===== config.mk =====
export PLATFORM = sky130hd
export DESIGN_NAME = decode_stage
export DESIGN_NICKNAME = d
export VERILOG_FILES = /design/src/rtl/decode_stage_pkg.sv /design/src/rtl/decode_stage_maindec.sv /design/src/rtl/decode_stage.sv
export SDC_FILE = /design/constraint.sdc
export NUM_CORES = 1
export LEC_CHECK = 0
export ABC_AREA = 1
export BUFFER_PORTS_ARGS = -buffer_cell sky130_fd_sc_hd__buf_4
export CORE_MARGIN = 2
export CORE_UTILIZATION = 49
export DETAILED_ROUTE_END_ITERATION = 8
export PLACE_DENSITY = 0.83
export SYNTH_ARGS = -nofsm -noshare
export SYNTH_HDL_FRONTEND = slang
export SYNTH_SLANG_ARGS = --single-unit

===== constraint.sdc =====
create_clock -name clk -period 1.93 [get_ports clk]
set_input_delay 0.193 -clock clk [delete_from_list [all_inputs] [get_ports clk]]
set_output_delay 0.193 -clock clk [all_outputs]
set_load 0.01 [all_outputs]

===== src/rtl/decode_stage_pkg.sv =====
// Shared decode constants: MIPS opcode/funct encodings, memory access widths, control word layout.
// Every user of the control word imports this package so the bit positions stay in one place.
package decode_stage_pkg;

    localparam logic [5:0] EXE_SPECIAL = 6'h00;
    localparam logic [5:0] EXE_REGIMM  = 6'h01;
    localparam logic [5:0] EXE_J       = 6'h02;
    localparam logic [5:0] EXE_BEQ     = 6'h04;
    localparam logic [5:0] EXE_BNE     = 6'h05;
    localparam logic [5:0] EXE_BLEZ    = 6'h06;
    localparam logic [5:0] EXE_BGTZ    = 6'h07;
    localparam logic [5:0] EXE_ADDI    = 6'h08;
    localparam logic [5:0] EXE_ADDIU   = 6'h09;
    localparam logic [5:0] EXE_SLTI    = 6'h0A;
    localparam logic [5:0] EXE_SLTIU   = 6'h0B;
    localparam logic [5:0] EXE_ANDI    = 6'h0C;
    localparam logic [5:0] EXE_ORI     = 6'h0D;
    localparam logic [5:0] EXE_XORI    = 6'h0E;
    localparam logic [5:0] EXE_LUI     = 6'h0F;
    localparam logic [5:0] EXE_LB      = 6'h20;
    localparam logic [5:0] EXE_LH      = 6'h21;
    localparam logic [5:0] EXE_LW      = 6'h23;
    localparam logic [5:0] EXE_LBU     = 6'h24;
    localparam logic [5:0] EXE_LHU     = 6'h25;
    localparam logic [5:0] EXE_SB      = 6'h28;
    localparam logic [5:0] EXE_SH      = 6'h29;
    localparam logic [5:0] EXE_SW      = 6'h2B;

    localparam logic [4:0] EXE_BLTZ    = 5'h00;
    localparam logic [4:0] EXE_BGEZ    = 5'h01;

    localparam logic [5:0] EXE_SLL     = 6'h00;
    localparam logic [5:0] EXE_SRL     = 6'h02;
    localparam logic [5:0] EXE_SRA     = 6'h03;
    localparam logic [5:0] EXE_SLLV    = 6'h04;
    localparam logic [5:0] EXE_SRLV    = 6'h06;
    localparam logic [5:0] EXE_SRAV    = 6'h07;
    localparam logic [5:0] EXE_MFHI    = 6'h10;
    localparam logic [5:0] EXE_MTHI    = 6'h11;
    localparam logic [5:0] EXE_MFLO    = 6'h12;
    localparam logic [5:0] EXE_MTLO    = 6'h13;
    localparam logic [5:0] EXE_MULT    = 6'h18;
    localparam logic [5:0] EXE_MULTU   = 6'h19;
    localparam logic [5:0] EXE_DIV     = 6'h1A;
    localparam logic [5:0] EXE_DIVU    = 6'h1B;
    localparam logic [5:0] EXE_ADD     = 6'h20;
    localparam logic [5:0] EXE_ADDU    = 6'h21;
    localparam logic [5:0] EXE_SUB     = 6'h22;
    localparam logic [5:0] EXE_SUBU    = 6'h23;
    localparam logic [5:0] EXE_AND     = 6'h24;
    localparam logic [5:0] EXE_OR      = 6'h25;
    localparam logic [5:0] EXE_XOR     = 6'h26;
    localparam logic [5:0] EXE_NOR     = 6'h27;
    localparam logic [5:0] EXE_SLT     = 6'h2A;
    localparam logic [5:0] EXE_SLTU    = 6'h2B;

    // WORD is zero so non-memory instructions carry a clean all-zero field
    localparam logic [1:0] MEM_WORD     = 2'b00;
    localparam logic [1:0] MEM_BYTE     = 2'b01;
    localparam logic [1:0] MEM_HALFWORD = 2'b10;

    typedef struct packed {
        logic       memtoreg;
        logic       memwrite;
        logic       branch;
        logic       alusrc;
        logic       regdst;
        logic       regwrite;
        logic       jump;
        logic       hilowrite;
        logic       memsignext;
        logic [1:0] membyte;
        logic       illegal;
        logic       muldiv;
        logic       hiloread;
    } ctrl_t;

    function automatic ctrl_t illegal_ctrl();
        ctrl_t c;
        c         = '0;
        c.illegal = 1'b1;
        return c;
    endfunction

endpackage


===== src/rtl/decode_stage_maindec.sv =====
// Combinational main decoder: opcode/rt/funct to control word, zero latency, no flow control.
// Disabled instruction groups decode exactly like unknown opcodes.
module maindec_v2
    import decode_stage_pkg::*;
#(
    parameter int ENABLE_MULDIV  = 1,
    parameter int ENABLE_SUBWORD = 1
) (
    input  logic [5:0] i_op,
    input  logic [4:0] i_rt,
    input  logic [5:0] i_funct,
    output ctrl_t      o_ctrl
);

    always_comb begin
        o_ctrl = '0;
        case (i_op)
            EXE_SPECIAL: begin
                o_ctrl.regdst   = 1'b1;
                o_ctrl.regwrite = 1'b1;
                case (i_funct)
                    EXE_SLL, EXE_SRL, EXE_SRA, EXE_SLLV, EXE_SRLV, EXE_SRAV,
                    EXE_ADD, EXE_ADDU, EXE_SUB, EXE_SUBU, EXE_AND, EXE_OR,
                    EXE_XOR, EXE_NOR, EXE_SLT, EXE_SLTU: ;
                    EXE_MFHI, EXE_MFLO: begin
                        if (ENABLE_MULDIV != 0) o_ctrl.hiloread = 1'b1;
                        else                    o_ctrl = illegal_ctrl();
                    end
                    EXE_MTHI, EXE_MTLO: begin
                        if (ENABLE_MULDIV != 0) begin
                            o_ctrl.regwrite  = 1'b0;
                            o_ctrl.hilowrite = 1'b1;
                        end else begin
                            o_ctrl = illegal_ctrl();
                        end
                    end
                    EXE_MULT, EXE_MULTU, EXE_DIV, EXE_DIVU: begin
                        if (ENABLE_MULDIV != 0) begin
                            o_ctrl.regwrite  = 1'b0;
                            o_ctrl.hilowrite = 1'b1;
                            o_ctrl.muldiv    = 1'b1;
                        end else begin
                            o_ctrl = illegal_ctrl();
                        end
                    end
                    default: o_ctrl = illegal_ctrl();
                endcase
            end
            EXE_REGIMM: begin
                if (i_rt == EXE_BLTZ || i_rt == EXE_BGEZ) o_ctrl.branch = 1'b1;
                else                                      o_ctrl = illegal_ctrl();
            end
            EXE_J:                                   o_ctrl.jump = 1'b1;
            EXE_BEQ, EXE_BNE, EXE_BLEZ, EXE_BGTZ:    o_ctrl.branch = 1'b1;
            EXE_ADDI, EXE_ADDIU, EXE_SLTI, EXE_SLTIU,
            EXE_ANDI, EXE_ORI, EXE_XORI, EXE_LUI: begin
                o_ctrl.alusrc   = 1'b1;
                o_ctrl.regwrite = 1'b1;
            end
            EXE_LW: begin
                o_ctrl.memtoreg   = 1'b1;
                o_ctrl.alusrc     = 1'b1;
                o_ctrl.regwrite   = 1'b1;
                o_ctrl.memsignext = 1'b1;
                o_ctrl.membyte    = MEM_WORD;
            end
            EXE_LB, EXE_LH, EXE_LBU, EXE_LHU: begin
                if (ENABLE_SUBWORD != 0) begin
                    o_ctrl.memtoreg   = 1'b1;
                    o_ctrl.alusrc     = 1'b1;
                    o_ctrl.regwrite   = 1'b1;
                    o_ctrl.memsignext = (i_op == EXE_LB) || (i_op == EXE_LH);
                    o_ctrl.membyte    = (i_op == EXE_LB || i_op == EXE_LBU) ? MEM_BYTE : MEM_HALFWORD;
                end else begin
                    o_ctrl = illegal_ctrl();
                end
            end
            EXE_SW: begin
                o_ctrl.memwrite = 1'b1;
                o_ctrl.alusrc   = 1'b1;
                o_ctrl.membyte  = MEM_WORD;
            end
            EXE_SB, EXE_SH: begin
                if (ENABLE_SUBWORD != 0) begin
                    o_ctrl.memwrite = 1'b1;
                    o_ctrl.alusrc   = 1'b1;
                    o_ctrl.membyte  = (i_op == EXE_SB) ? MEM_BYTE : MEM_HALFWORD;
                end else begin
                    o_ctrl = illegal_ctrl();
                end
            end
            default: o_ctrl = illegal_ctrl();
        endcase
    end

endmodule


===== src/rtl/decode_stage.sv =====
// Decode stage: one-entry output register, 1-cycle latency, full throughput with valid/ready.
// Stalls upstream while downstream is full, on flush, or while a HI/LO user meets a busy mul/div.
module decode_stage
    import decode_stage_pkg::*;
#(
    parameter int ENABLE_MULDIV  = 1,
    parameter int ENABLE_SUBWORD = 1,
    parameter int MUL_CYCLES     = 4,
    parameter int DIV_CYCLES     = 32
) (
    input  logic        clk,
    input  logic        rst,
    input  logic        in_valid,
    output logic        in_ready,
    input  logic [31:0] inst,
    input  logic        flush,
    output logic        out_valid,
    input  logic        out_ready,
    output logic [13:0] out_ctrl,
    output logic [31:0] out_inst,
    output logic        hilo_busy
);

    ctrl_t       w_dec;
    logic        w_hilo_stall;
    logic        w_accept;
    logic        w_is_div;
    logic [5:0]  w_busy_load;

    logic        r_out_valid;
    ctrl_t       r_ctrl;
    logic [31:0] r_inst;
    logic [5:0]  r_busy_cnt;

    maindec_v2 #(
        .ENABLE_MULDIV  (ENABLE_MULDIV),
        .ENABLE_SUBWORD (ENABLE_SUBWORD)
    ) u_maindec (
        .i_op    (inst[31:26]),
        .i_rt    (inst[20:16]),
        .i_funct (inst[5:0]),
        .o_ctrl  (w_dec)
    );

    assign hilo_busy    = (r_busy_cnt != 6'd0);
    assign w_hilo_stall = hilo_busy && (w_dec.hiloread || w_dec.hilowrite || w_dec.muldiv);
    assign in_ready     = (!r_out_valid || out_ready) && !w_hilo_stall && !flush;
    assign w_accept     = in_valid && in_ready;
    assign w_is_div     = (inst[5:0] == EXE_DIV) || (inst[5:0] == EXE_DIVU);
    assign w_busy_load  = w_is_div ? 6'(DIV_CYCLES) : 6'(MUL_CYCLES);

    always_ff @(posedge clk or posedge rst) begin
        if (rst) begin
            r_out_valid <= 1'b0;
            r_ctrl      <= '0;
            r_inst      <= '0;
        end else if (flush) begin
            r_out_valid <= 1'b0;
        end else if (w_accept) begin
            r_out_valid <= 1'b1;
            r_ctrl      <= w_dec;
            r_inst      <= inst;
        end else if (out_ready) begin
            r_out_valid <= 1'b0;
        end
    end

    // A load can only happen with the counter at zero: a busy counter stalls every muldiv
    always_ff @(posedge clk or posedge rst) begin
        if (rst) begin
            r_busy_cnt <= 6'd0;
        end else if (w_accept && w_dec.muldiv) begin
            r_busy_cnt <= w_busy_load;
        end else if (r_busy_cnt != 6'd0) begin
            r_busy_cnt <= r_busy_cnt - 6'd1;
        end
    end

    assign out_valid = r_out_valid;
    assign out_ctrl  = r_ctrl;
    assign out_inst  = r_inst;

endmodule


==> summary.md <==
| Metric | Value |
|---|---|
| Status | finished, final reports clean |
| Switch Pwr | 954 uW |
| Top cells by area, synth | dfrtp_1 55%, nand2_1 18%, o21ai_0 4.8% |
| CTS buffer count | 5 |
| Clock Skews | approximately 0.0031 ns |
| Synth cell types | 25 |
| Pre-Repair DR Iteration Count | 4 |
| Final GP Congestion | 0.842 |
| Synth Area per Inst | about 8.3 um2 |
| Seq pwr share | 0.451 |
| Layout cells sized above 1 | 0.345 |
| Count of final max-slew check failures | 0 |
| WP buf/inv | 4 |
| CP Launch Type | flip-flop |
| Hold crit path type | primary input to async pin |
| Via count | 2297 |
| Int Pwr | between 2 and 2.5 mW |
| CP Capture Type | output pin |
| Die width | around 74 um |
| Area leader, netlist | dfrtp_1 |
| Worst Reg-to-Reg Cells | 12 |
| Slowest stage delay, CP | 0.40 ns |
| Slowest CP cell | dfrtp_1 |
| Die Ht | 73.9 um |
| Most frequent cell after synthesis | nand2_1 |
| Switching Share | 0.301 |
| Syn nets | about 330 |
| Fin util | 0.732 |
| Fmax achieved | between 0.5 and 0.6 GHz |
| Synth top area share | 0.554 |
| Pin count of the biggest net entering global routing | 40 |
| Maximum VDD drop | 0.581 mV |
| CTS max path bufs | 2 |
| Synth Register Bits | 53 |
| Detailed Route Iter0 Violations | 196 |
| Tcrit/Tclk final | 0.999 |
| Setup Crit Path Kind | flip-flop to output pin |
| Root Buffer | clkbuf_8 |
| H-tree depth | 2 |
| Sequential area share after synthesis | 0.554 |
| Setup ws final | between 0.001 and 0.0015 ns |
| Setup repair after global routing missed its margin | yes |
| Final count of hold timing violations | 0 |
| DRT Wirelength | ~6 mm |
| P_leak | about 1.9 nW |
| Area delta synth->final | 44.2% |
| PortBufs | between 80 and 90 |
| Detailed Place HPWL | between 4 and 5 mm |
| Async SR Flop Fraction | 1.00 |
| Actual slew at the worst max-slew pin | just under 0.8 ns |
| Final Total Pwr | approximately 3.2 mW |
| Post-synthesis cell area | 0.00240 mm2 |
| Global Route Usage Sum | 0.218 |
| CTS tree | done |
| Non-filler cells, final | between 400 and 500 |
| Area after DPL | between 0.003 and 0.004 mm2 |
| CP cell instances | inv_2, ha_4, inv_2, nor2_2, nand2_1, or2_4, buf_6, a21oi_4, buf_6 |
| Num Clock Sinks | 53 |
| Vias in the first global route | roughly 2100 |
| Commonest cells post-synth | 112 x nand2_1, 53 x dfrtp_1, 30 x inv_1 |
| Placed cells | 440 |
| Worst Path Max Fanout | 3 |
| Combinational power share | 0.302 |
| Worst slew margin | 0.477 |
| Final hold slack | around 0.026 ns |
| Residual DRC | 0 |
| Avg Vias per Cell | ~5.0 |
| WP data arrival | 1.74 ns |
| Final Setup Violations | 0 |
| Main synth FF type | dfrtp_1 |
| Reg2reg setup slack | approximately 0.05 ns |
| Die area | approximately 0.0055 mm2 |
| CP top delay family | flip-flops |
| DRT antenna net count | 0 |
| Final #Nets | ~430 |
| Post-Syn Instances | a little under 300 |
| RR Startpoint | r_busy_cnt[0] |
| Io pins | between 80 and 90 |
| Synth warn | 0 |
| Post-synth EDFFs | 0 |
| Max_cap viols | 0 |
| Antenna violations before repair | 0 |
| CTS Hold Bufs | 0 |
| Ant diodes | 0 |
| Row Count | 25 |
| Clock transition at path regs | roughly 0.090 ns |
| Core area | 0.00472 mm2 |
| DR WL/cell | about 13 um |
| Tmin final | between 1.5 and 2 ns |
| First-pass GRT wire length | about 9.1 mm |
| Clock Power Share | 0.246 |
| Reg-to-Reg End | out_ctrl[3] |
| Worst-Skew Late Latency | 0.31 ns |
| Design area | between 0.003 and 0.004 mm2 |
| Pre-CTS WS | 0.0608 ns |
| Initial Util | 0.507 |
| Setup TNS | 0 ns |
| Total grt overflow | 0 |
| Data required, critical path | between 1.5 and 2 ns |
| Power per Cell Area | 918 mW/mm2 |
sequential cells by signal, summed over array words and instances, names as in the netlist:
signal	cells
out_ctrl	14
out_inst	32
out_valid	1
r_busy_cnt	6
cell usage in the layout, fill, tap and decap left out, drive strengths merged:
cell type  netlist  layout
nand2          113     113
buf             10     105
dfrtp           53      53
inv             31      31
o21ai           31      31
nor2            15      15
nand3            8       8
clkbuf           0       8
nand4            7       7
a21oi            7       7
nor3             5       5
xor2             3       3
or2              1       1
nand3b           1       1
o211ai           1       1
nor3b            1       1
a31oi            1       1
o31ai            1       1
ha               1       1
bufinv           0       1
cell type report:
type                       instances  area, um2
sequential                        53       1330
fill                             364       1270
clock buffer                       7       86.3
tap                               67       83.8
timing repair buffer             106        865
multi-input combinational        196        943
clock inverter                     1       30.0
inverter                          31        121
repair_timing:
action,CTS,global route
pin swaps,3,6
buffers inserted,6,5
gates cloned,0,2
endpoints found under the setup margin,1,51
gates resized for setup,6,41
worst max-delay path by stage:
| stage | startpoint | endpoint | slack, ns | cells past startpoint |
|---|---|---|---|---|
| after detailed placement | r_busy_cnt[0] | out_ctrl[7] | 0.06 | 11 |
| after floorplan | r_busy_cnt[0] | out_ctrl[1] | 0.14 | 13 |
| after global routing | r_busy_cnt[0] | r_busy_cnt[0] | -0.10 | 13 |
| after global placement | r_busy_cnt[0] | out_ctrl[10] | 0.14 | 11 |
| after CTS | r_busy_cnt[1] | in_ready | -0.04 | 9 |
| final | r_busy_cnt[0] | in_ready | 0.001 | 9 |
per-layer routing:
metal  vias up  global-route usage  wire, um
met1      1061               0.291      2620
met3        11              0.0590       493
met2       103               0.349      2880
met5         -                   0         0
met4         0              0.0707        98
li1       1122                   -         -
power groups by stage:
stage / combinational (mW) / clock (mW) / sequential (mW)
global placement: 0.749 / 0 / 1.44
finish: 0.958 / 0.782 / 1.43
CTS: 0.849 / 0.787 / 1.42
global route: 1.07 / 0.831 / 1.45
floorplan: 0.373 / 0 / 1.48
detailed placement: 0.779 / 0 / 1.44
cell families (layout without fill, tap and decap cells):
kind of cell               after synthesis  in the layout  synth area share
and+or+nand+nor                        151            151             0.265
DFF                                     53             53             0.554
AOI/OAI and AO/OA                       41             41            0.0883
buffers and inverters                   41            145            0.0768
xor gates and xnor gates                 3              3            0.0110
adders and majority gates                1              1           0.00522
(Power assumes the default switching activity.)
